<file path="config.mk">
export PLATFORM = sky130hd
export DESIGN_NAME = vga_frame_monitor_flat
export DESIGN_NICKNAME = d
export VERILOG_FILES = /design/src/rtl/vga_frame_monitor_if.sv /design/src/rtl/vga_frame_monitor.sv /design/src/flat_wrapper.sv
export SDC_FILE = /design/constraint.sdc
export NUM_CORES = 1
export LEC_CHECK = 0
export CORE_ASPECT_RATIO = 1.4
export CORE_MARGIN = 5
export CORE_UTILIZATION = 55
export DETAILED_ROUTE_END_ITERATION = 6
export PLACE_DENSITY = 0.79
export SLEW_MARGIN = 20
export SYNTH_ARGS = -nofsm -noshare
export SYNTH_HDL_FRONTEND = slang
export SYNTH_SLANG_ARGS = --single-unit
</file>
<file path="constraint.sdc">
create_clock -name i_clk -period 14.45 [get_ports i_clk]
set_clock_uncertainty 0.05 [all_clocks]
set_input_delay 2.1675 -clock i_clk [delete_from_list [all_inputs] [get_ports i_clk]]
set_output_delay 2.1675 -clock i_clk [all_outputs]
set_load 0.01 [all_outputs]
</file>
<file path="src/rtl/vga_frame_monitor_if.sv">
// rtl/vga_frame_monitor_if.sv - VGA pins into the frame monitor and its measured results back out.
interface vga_frame_monitor_if;
   logic        hsync;
   logic        vsync;
   logic [2:0]  red;
   logic [2:0]  green;
   logic [1:0]  blue;
   logic        locked;
   logic [10:0] h_period;
   logic [9:0]  v_lines;
   logic [15:0] checksum;
   logic [18:0] pixel_count;
   logic        frame_done;
   logic [7:0]  err_count;

   modport master (
      output hsync, vsync, red, green, blue,
      input  locked, h_period, v_lines, checksum, pixel_count, frame_done, err_count
   );

   modport slave (
      input  hsync, vsync, red, green, blue,
      output locked, h_period, v_lines, checksum, pixel_count, frame_done, err_count
   );
endinterface

</file>
<file path="src/rtl/vga_frame_monitor.sv">
// rtl/vga_frame_monitor.sv - recovers VGA line/frame timing, checks it against the expected mode
// and reports measured geometry plus a visible-area checksum per frame.
module vga_frame_monitor #(
   parameter int H_TOTAL         = 800,
   parameter int H_START         = 144,
   parameter int H_VISIBLE       = 640,
   parameter int V_TOTAL         = 525,
   parameter int V_START         = 35,
   parameter int V_VISIBLE       = 480,
   parameter int SYNC_ACTIVE_LOW = 1
) (
   input logic                i_clk,
   input logic                i_reset,
   vga_frame_monitor_if.slave bus
);

   typedef enum logic [1:0] {S_SEARCH, S_MEASURE, S_LOCKED} state_t;

   localparam logic        SYNC_IDLE = (SYNC_ACTIVE_LOW != 0);
   localparam logic [10:0] H_MAX     = 11'h7FF;
   localparam logic [9:0]  V_MAX     = 10'h3FF;
   localparam logic [11:0] H_TOT     = 12'(H_TOTAL);
   localparam logic [11:0] H_LO      = 12'(H_START);
   localparam logic [11:0] H_HI      = 12'(H_START + H_VISIBLE);
   localparam logic [9:0]  V_TOT     = 10'(V_TOTAL);
   localparam logic [10:0] V_LO      = 11'(V_START);
   localparam logic [10:0] V_HI      = 11'(V_START + V_VISIBLE);

   state_t      state;
   logic        hs_r, hs_d, vs_r, vs_d;
   logic [7:0]  pix_r;
   logic [10:0] h_cnt;
   logic        h_valid;
   logic [9:0]  v_cnt;
   logic [15:0] sum;
   logic [18:0] pix_cnt;
   logic        line_err;

   logic        locked_r;
   logic [10:0] h_period_r;
   logic [9:0]  v_lines_r;
   logic [15:0] checksum_r;
   logic [18:0] pixel_count_r;
   logic        frame_done_r;
   logic [7:0]  err_cnt;

   logic        hs_edge, vs_edge;
   logic [10:0] h_pos;
   logic [9:0]  v_pos;
   logic [9:0]  line_idx;
   logic [11:0] period;
   logic        period_bad;
   logic        timeout;
   logic        in_win;
   logic [15:0] pix_val;
   logic        frame_ok;
   logic        lines_bad;

   // h_pos/v_pos describe the pixel currently in pix_r; the edge cycle itself is position 0.
   always_comb begin
      hs_edge    = (hs_r != SYNC_IDLE) && (hs_d == SYNC_IDLE);
      vs_edge    = (vs_r != SYNC_IDLE) && (vs_d == SYNC_IDLE);
      h_pos      = hs_edge ? 11'd0 : ((h_cnt == H_MAX) ? H_MAX : h_cnt + 11'd1);
      period     = {1'b0, h_cnt} + 12'd1;
      period_bad = hs_edge && h_valid && (period != H_TOT);
      timeout    = (h_pos == H_MAX);

      v_pos = v_cnt;
      if (vs_edge)
         v_pos = hs_edge ? 10'd1 : 10'd0;
      else if (hs_edge && (v_cnt != V_MAX))
         v_pos = v_cnt + 10'd1;
      line_idx = v_pos - 10'd1;

      in_win  = ({1'b0, h_pos} >= H_LO) && ({1'b0, h_pos} < H_HI) &&
                ({1'b0, line_idx} >= V_LO) && ({1'b0, line_idx} < V_HI);
      pix_val = in_win ? {8'd0, pix_r} : 16'd0;

      // v_cnt still holds the line count of the frame being closed.
      lines_bad = (v_cnt != V_TOT);
      frame_ok  = !line_err && !period_bad && !lines_bad;
   end

   always_ff @(posedge i_clk) begin
      if (i_reset) begin
         state         <= S_SEARCH;
         hs_r          <= SYNC_IDLE;
         hs_d          <= SYNC_IDLE;
         vs_r          <= SYNC_IDLE;
         vs_d          <= SYNC_IDLE;
         pix_r         <= 8'd0;
         h_cnt         <= 11'd0;
         h_valid       <= 1'b0;
         v_cnt         <= 10'd0;
         sum           <= 16'd0;
         pix_cnt       <= 19'd0;
         line_err      <= 1'b0;
         locked_r      <= 1'b0;
         h_period_r    <= 11'd0;
         v_lines_r     <= 10'd0;
         checksum_r    <= 16'd0;
         pixel_count_r <= 19'd0;
         frame_done_r  <= 1'b0;
         err_cnt       <= 8'd0;
      end else begin
         hs_r  <= bus.hsync;
         hs_d  <= hs_r;
         vs_r  <= bus.vsync;
         vs_d  <= vs_r;
         pix_r <= {bus.red, bus.green, bus.blue};

         h_cnt <= h_pos;
         v_cnt <= v_pos;
         if (hs_edge)
            h_valid <= 1'b1;
         else if (timeout)
            h_valid <= 1'b0;
         if (hs_edge && h_valid)
            h_period_r <= period[10:0];

         if (vs_edge) begin
            v_lines_r     <= v_cnt;
            checksum_r    <= sum;
            pixel_count_r <= pix_cnt;
            sum           <= pix_val;
            pix_cnt       <= {18'd0, in_win};
            line_err      <= 1'b0;
         end else begin
            sum     <= sum + pix_val;
            pix_cnt <= pix_cnt + {18'd0, in_win};
            if (period_bad)
               line_err <= 1'b1;
         end

         frame_done_r <= 1'b0;
         if (timeout) begin
            if (state == S_LOCKED && err_cnt != 8'hFF)
               err_cnt <= err_cnt + 8'd1;
            state    <= S_SEARCH;
            locked_r <= 1'b0;
         end else begin
            case (state)
               S_SEARCH: begin
                  if (vs_edge)
                     state <= S_MEASURE;
               end
               S_MEASURE: begin
                  if (vs_edge && frame_ok) begin
                     state    <= S_LOCKED;
                     locked_r <= 1'b1;
                  end
               end
               S_LOCKED: begin
                  // A bad period landing on the VSYNC edge still counts once.
                  if (period_bad || (vs_edge && lines_bad)) begin
                     if (err_cnt != 8'hFF)
                        err_cnt <= err_cnt + 8'd1;
                     state    <= S_MEASURE;
                     locked_r <= 1'b0;
                  end else if (vs_edge) begin
                     frame_done_r <= 1'b1;
                  end
               end
               default: begin
                  state    <= S_SEARCH;
                  locked_r <= 1'b0;
               end
            endcase
         end
      end
   end

   assign bus.locked      = locked_r;
   assign bus.h_period    = h_period_r;
   assign bus.v_lines     = v_lines_r;
   assign bus.checksum    = checksum_r;
   assign bus.pixel_count = pixel_count_r;
   assign bus.frame_done  = frame_done_r;
   assign bus.err_count   = err_cnt;

endmodule
</file>
<file path="src/flat_wrapper.sv">
// flat-port wrapper written by rule: the top's interface ports become plain ports
module vga_frame_monitor_flat 
#(
   parameter int H_TOTAL         = 800,
   parameter int H_START         = 144,
   parameter int H_VISIBLE       = 640,
   parameter int V_TOTAL         = 525,
   parameter int V_START         = 35,
   parameter int V_VISIBLE       = 480,
   parameter int SYNC_ACTIVE_LOW = 1
)
  (i_clk, i_reset, bus_hsync, bus_vsync, bus_red, bus_green, bus_blue, bus_locked, bus_h_period, bus_v_lines, bus_checksum, bus_pixel_count, bus_frame_done, bus_err_count);
  vga_frame_monitor_if bus_i ();
  input logic i_clk;
  input logic i_reset;
  input wire logic [$bits(bus_i.hsync)-1:0] bus_hsync;
  input wire logic [$bits(bus_i.vsync)-1:0] bus_vsync;
  input wire logic [$bits(bus_i.red)-1:0] bus_red;
  input wire logic [$bits(bus_i.green)-1:0] bus_green;
  input wire logic [$bits(bus_i.blue)-1:0] bus_blue;
  output wire logic [$bits(bus_i.locked)-1:0] bus_locked;
  output wire logic [$bits(bus_i.h_period)-1:0] bus_h_period;
  output wire logic [$bits(bus_i.v_lines)-1:0] bus_v_lines;
  output wire logic [$bits(bus_i.checksum)-1:0] bus_checksum;
  output wire logic [$bits(bus_i.pixel_count)-1:0] bus_pixel_count;
  output wire logic [$bits(bus_i.frame_done)-1:0] bus_frame_done;
  output wire logic [$bits(bus_i.err_count)-1:0] bus_err_count;
  assign bus_i.hsync = bus_hsync;
  assign bus_i.vsync = bus_vsync;
  assign bus_i.red = bus_red;
  assign bus_i.green = bus_green;
  assign bus_i.blue = bus_blue;
  assign bus_locked = bus_i.locked;
  assign bus_h_period = bus_i.h_period;
  assign bus_v_lines = bus_i.v_lines;
  assign bus_checksum = bus_i.checksum;
  assign bus_pixel_count = bus_i.pixel_count;
  assign bus_frame_done = bus_i.frame_done;
  assign bus_err_count = bus_i.err_count;
  vga_frame_monitor #(.H_TOTAL(H_TOTAL), .H_START(H_START), .H_VISIBLE(H_VISIBLE), .V_TOTAL(V_TOTAL), .V_START(V_START), .V_VISIBLE(V_VISIBLE), .SYNC_ACTIVE_LOW(SYNC_ACTIVE_LOW)) u_core (.i_clk(i_clk), .i_reset(i_reset), .bus(bus_i));
endmodule
</file>
* Yosys cells after proc, flatten, opt, wreduce, memory -nomap -nowiden
Cells that the tools add are included.
** Operators by class
- Add/sub/neg operators :: 7
- Multiplexer cells :: 23
- Equal/unequal tests :: 12
- Reduce and logical (&&, ||, !) cells :: 28
- Bitwise gates (word level) :: 4
- Magnitude comparators :: 4
** Operator list (number)
- 2-to-1 mux 8 bit :: 6
- == test 11 bit (second input constant) :: 2
- 2-to-1 mux 11 bit :: 2
- 2-to-1 mux 10 bit :: 2
- inequality test 10 bit (second input constant) :: 2
- adder 19 x 1 -> 19 bit :: 1
- adder 16 bit :: 1
- 2-to-1 mux 16 bit :: 1
- logical AND 1 bit :: 13
- adder 11 x 1 -> 12 bit (second input constant) :: 1
- inequality test 12 x 10 -> 1 bit (second input constant) :: 1
- adder 11 x 1 -> 11 bit (second input constant) :: 1
- >= comparator 11 x 8 -> 1 bit (second input constant) :: 1
- < comparator 11 x 10 -> 1 bit (second input constant) :: 1
- adder 10 x 1 -> 10 bit (second input constant) :: 1
- >= comparator 10 x 6 -> 1 bit (second input constant) :: 1
- < comparator 10 bit (second input constant) :: 1
- subtractor 10 x 1 -> 10 bit (second input constant) :: 1
- adder 8 x 1 -> 8 bit (second input constant) :: 1
- inequality test 8 bit (second input constant) :: 1
- nonzero test 2 bit :: 4
- 2-to-1 mux 1 bit :: 7
- 2-to-1 mux 2 bit :: 3
- case mux 2 bit (3 select lines) :: 1
- other kinds (13) :: 22
** Word-level totals
- Register bits :: 138
- Word-level logic and storage cells :: 98
- Output and inout bits :: 66
- Input bits :: 12

* Depth between registers and ports, before layout
- Depth after elaboration :: 12
- Depth in mapped cells :: 17
- Mapped depth without buffers :: 17

* Worst setup path before layout
No wires, ideal clock.
- Kind :: reg-to-reg
- Start :: reg u_core.v_cnt[7]
- End :: reg u_core.sum[10]
- Period minus slack after synthesis :: 4597 ps
- Data required time :: 14272 ps
- Path slack :: 9853 ps
- Path buffers :: 1
- Data arrival time :: 4419 ps
- Stages on the path, launching flop included :: 17
- Cell sequence :: dfxtp_1 clkbuf_1 nand3_1 o311a_1 or3_1 a21o_1 a311oi_2 nor2_1 ha_1 fa_1 a21o_1 a21oi_1 o21bai_1 a2111oi_0 nor3_1 xnor2_1 nor2_1
** On the way
- Longest elaborated chain between the ends :: 11
** RTL lines
- start, declared :: RTL line vga_frame_monitor.sv:34 : logic [9:0] v_cnt;
- start signal, assigned :: RTL line vga_frame_monitor.sv:113 : v_cnt <= v_pos;
- branches (longest 2 deep; another with adder 10 x 1 -> 10 bit)
- 2-to-1 mux 10 bit * :: RTL line vga_frame_monitor.sv:71 : else if (hs_edge && (v_cnt != V_MAX))
- 2-to-1 mux 10 bit * :: RTL line vga_frame_monitor.sv:69 : if (vs_edge)
- subtractor 10 x 1 -> 10 bit * :: RTL line vga_frame_monitor.sv:73 : line_idx = v_pos - 10'd1;
- >= comparator 10 x 6 -> 1 bit :: RTL line vga_frame_monitor.sv:76 : ({1'b0, line_idx} >= V_LO) && ({1'b0, line_idx} < V_HI);
- logical AND 1 bit :: RTL line vga_frame_monitor.sv:75 : in_win = ({1'b0, h_pos} >= H_LO) && ({1'b0, h_pos} < H_HI) &&
- logical AND 1 bit * :: RTL line vga_frame_monitor.sv:76
- 2-to-1 mux 8 bit * :: RTL line vga_frame_monitor.sv:77 : pix_val = in_win ? {8'd0, pix_r} : 16'd0;
- adder 16 bit * :: RTL line vga_frame_monitor.sv:129 : sum <= sum + pix_val;
- 2-to-1 mux 16 bit * :: RTL line vga_frame_monitor.sv:121 : if (vs_edge) begin
- end signal, assigned :: RTL line vga_frame_monitor.sv:125 : sum <= pix_val;
- end signal, assigned :: RTL line vga_frame_monitor.sv:129
- end, declared :: RTL line vga_frame_monitor.sv:35 : logic [15:0] sum;
Mark *: on every way between the ends.
A chain may end at the register's enable or synchronous reset.

* Worst setup path in the final report
- Start :: reg u_core.v_cnt[0]
- End :: reg u_core.sum[12]
Same word-level chain as after synthesis.

==> results.sh <==
export IMPL_slew_viol_final=0
export IMPL_worst_pin_slew_ns=0.8203
export IMPL_period_needed_ns=5.182
export IMPL_cp_start_kind="flip-flop"
export IMPL_dr_pass1_iters=6
export IMPL_critical_path_class="reg2reg"
export IMPL_htree_levels=4
export IMPL_dp_hpwl_um=8649
export IMPL_clock_fmax_mhz=193.0
export IMPL_gp_congestion=0.8821
export IMPL_clk_pin_slew_ns=0.06
export IMPL_grt_max_degree=52
export IMPL_core_area_um2=10350
export IMPL_clkLatencyLatePin_ns=0.42
export IMPL_hold_violations=0
export IMPL_peakVddDrop_mv=0.09142
export IMPL_diodes=0
export IMPL_synth_warnings=0
export IMPL_area_growth_pct=27.07
export IMPL_ant_nets=0
export IMPL_crit_chain="ha_1 -> inv_1 -> or4_1 -> nand2_1 -> mux2_2 -> a2111oi_1 -> a311oi_2 -> nor2_1 -> ha_1 -> fa_1 -> a21o_1 -> a21oi_1 -> o21bai_1 -> a2111oi_1 -> nor3_1 -> xnor2_1 -> nor2_1"
export IMPL_cts_buffer_depth=2
export IMPL_hp_class="reg2reg"
export IMPL_cts_tree="yes"
export IMPL_drtIter0Drc=276
export IMPL_synthCells=611
export IMPL_synth_seq_cells=138
export IMPL_synth_enable_flop_cells=0
export IMPL_stdcell_area_um2=7348
export IMPL_fill_cells=798
export IMPL_cts_root_buf="clkbuf_16"
export IMPL_die_area_um2=12690
export IMPL_cts_buffers_inserted=17
export IMPL_synth_ff_type="dfxtp_1"
export IMPL_avgSynthCellArea_um2=9.465
export IMPL_synth_area_um2=5783
export IMPL_async_flop_share=0
export IMPL_placementRows=44
export IMPL_post_cts_buffers=0
export IMPL_grt_setup_unrepaired="no"
export IMPL_cts_resized=0
export IMPL_place_area_um2=6624
export IMPL_layout_nets=706
export IMPL_grt_busiest_layer="met2"
export IMPL_overflow=0
export IMPL_cp_data_required_time_ns=14.67
export IMPL_dieWidth_um=96.66
export IMPL_post_route_drc_count=0
export IMPL_final_layout_size_suffix_gt1_frac=0.08671
export IMPL_path_max_fanout=9
export IMPL_crit_slowest_cell="a2111oi_1"
export IMPL_yosysSeqAreaShare=0.4777
export IMPL_track_usage=0.2093
export IMPL_port_buffers=77
export IMPL_drt_wl_total_um=12830
export IMPL_layout_commonest_cell="dfxtp_1"
export IMPL_syn_nets=638
export IMPL_powerDensity_nw_per_um2=124.8
export IMPL_setup_viol=0
export IMPL_antenna_found_initial=0
export IMPL_cpPeakStageDelay_ns=0.78
export IMPL_via_per_inst=5.793
export IMPL_fin_crit_sh=0.3586
export IMPL_boundaryPins=78
export IMPL_p_leak_nw=2.682
export IMPL_die_h_um=131.3
export IMPL_synth_cell_types=61
export IMPL_use_met2=0.3702
export IMPL_vias=4808
export IMPL_start_util=0.5588
export IMPL_arrival_ns=5.40
export IMPL_ctsHoldBuffers=0
export IMPL_endpoint_kind="flip-flop"
export IMPL_grt_pass1_vias=4864
export IMPL_slew_headroom=0.4518
export IMPL_layout_common_cells="dfxtp_1, nor2_1, clkdlybuf4s50_1"
export IMPL_drv_cap=0
export IMPL_status="completed"
export IMPL_met3_usage=0.05673
export IMPL_grtUsageMet1=0.2290
export IMPL_clock_sinks=138
export IMPL_final_setup_tns_ns=0
export IMPL_wire_per_inst_um=15.46
export IMPL_grt_pass1_wl_um=22490
-- where the power goes --
group	switching (mW)	internal [mW]	total [mW]	leakage (nW)
logic	0.0172	0.0111	0.0283	1.23
clock network	0.158	0.343	0.501	0.337
registers	0.00308	0.385	0.388	1.12
-- worst paths after layout --
path                                               start                                endpoint  slack, ns  cells after the start
setup / recovery              u_core.v_cnt[0]$_SDFF_PP0_               u_core.sum[12]$_SDFF_PP0_       9.27                     17
hold / removal    u_core.bus.pixel_count[4]$_SDFFE_PP0P_  u_core.bus.pixel_count[4]$_SDFFE_PP0P_       0.43                      1
setup reg to reg              u_core.v_cnt[0]$_SDFF_PP0_               u_core.sum[12]$_SDFF_PP0_       9.27                     17
hold reg to reg   u_core.bus.pixel_count[4]$_SDFFE_PP0P_  u_core.bus.pixel_count[4]$_SDFFE_PP0P_       0.43                      1
-- critical path, delay by kind of cell (launching register included) --
kind / cells / cell delay [ns]
buf+inv: 1 / 0.12
compound gates: 6 / 1.88
mux: 1 / 0.17
simple gates: 5 / 1.14
flops: 1 / 0.44
fa+ha+maj: 3 / 1.02
xor+xnor: 1 / 0.21
-- synthesized netlist by cell type (2+ instances only) --
| cell type | number | area share |
|---|---|---|
| mux2i_1 | 2 | 0.0035 |
| dfxtp_1 | 138 | 0.48 |
| a22o_1 | 45 | 0.068 |
| a21o_1 | 4 | 0.0052 |
| nor3_1 | 13 | 0.011 |
| o21ai_0 | 12 | 0.010 |
| inv_1 | 13 | 0.0084 |
| o31ai_1 | 2 | 0.0026 |
| xnor2_1 | 18 | 0.027 |
| clkbuf_1 | 29 | 0.019 |
| buf_6 | 2 | 0.0039 |
| a2111oi_0 | 2 | 0.0030 |
| and4_1 | 2 | 0.0030 |
| nand3_1 | 18 | 0.016 |
| or4_1 | 5 | 0.0065 |
| and3_1 | 8 | 0.0087 |
| o21a_1 | 2 | 0.0026 |
| nor4_1 | 3 | 0.0032 |
| mux2_4 | 3 | 0.0078 |
| and2_1 | 8 | 0.0087 |
| xor2_1 | 22 | 0.033 |
| nand2_1 | 26 | 0.017 |
| a211oi_1 | 11 | 0.014 |
| a311oi_1 | 2 | 0.0030 |
| nor4_2 | 3 | 0.0065 |
| ha_1 | 14 | 0.030 |
| nand2b_1 | 4 | 0.0043 |
| nand4_1 | 19 | 0.021 |
| or2_2 | 9 | 0.0097 |
| nor2_1 | 80 | 0.052 |
| or3_1 | 9 | 0.0097 |
| a211o_1 | 2 | 0.0030 |
| o211ai_1 | 6 | 0.0078 |
| a21oi_1 | 30 | 0.026 |
| a31oi_1 | 2 | 0.0022 |
| nand3b_1 | 5 | 0.0065 |
| nor2b_1 | 14 | 0.015 |
-- cells by family (layout without fill, tap and decap cells) --
kind of cell / after synthesis / in the layout / share of synthesized area
AO/OA/AOI/OAI: 130 / 130 / 0.1657
XOR/XNOR: 41 / 41 / 0.06339
adder cells (fa/ha/maj): 15 / 15 / 0.03375
buffers and inverters: 46 / 127 / 0.03310
flip-flops: 138 / 138 / 0.4777
multiplexers: 7 / 7 / 0.01514
AND/OR/NAND/NOR: 234 / 234 / 0.2112
-- final cells by class --
class	instances	area (um2)	area share
multi-input combinational	427	2849	0.3877
clock buffer	22	484.2	0.06589
inverter	13	48.80	0.006641
clock inverter	10	210.2	0.02861
timing repair buffer	82	820.8	0.1117
tap	138	172.7	0.02350
sequential	138	2763	0.3760
-- registers in the layout (all words and copies together), names as in the netlist --
| signal | count |
|---|---|
| u_core.pix_r | 8 |
| u_core.bus.v_lines | 10 |
| u_core.bus.locked | 1 |
| u_core.bus.pixel_count | 19 |
| u_core.h_cnt | 11 |
| u_core.h_valid | 1 |
| u_core.hs_d | 1 |
| u_core.bus.err_count | 8 |
| u_core.vs_d | 1 |
| u_core.line_err | 1 |
| u_core.bus.h_period | 11 |
| u_core.bus.frame_done | 1 |
| u_core.bus.checksum | 16 |
| u_core.sum | 16 |
| u_core.state | 2 |
| u_core.v_cnt | 10 |
| u_core.pix_cnt | 19 |
| u_core.hs_r | 1 |
| u_core.vs_r | 1 |
-- stage by stage --
stage	setup slack, ns	total power [mW]	hold WS, ns	utilization	cells
5_1_grt	8.799	0.9471	0.4486	0.7100	830
2_1_floorplan	9.853	0.4134	0.3960	-	611
6_report	9.268	0.9168	0.4262	0.7100	830
3_5_place_dp	9.140	0.4233	0.4159	0.6400	797
4_1_cts	9.038	0.9216	0.4295	0.7071	829
3_3_place_gp	9.393	0.4224	0.4074	0.6400	797
-- layer usage --
| layer | share of wire | vias to the layer above |
|---|---|---|
| met5 | 0 | - |
| met4 | 0.029 | 0 |
| met3 | 0.046 | 39 |
| met2 | 0.52 | 149 |
| met1 | 0.41 | 2291 |
| li1 | - | 2329 |
Power figures use the tool's default switching activity.
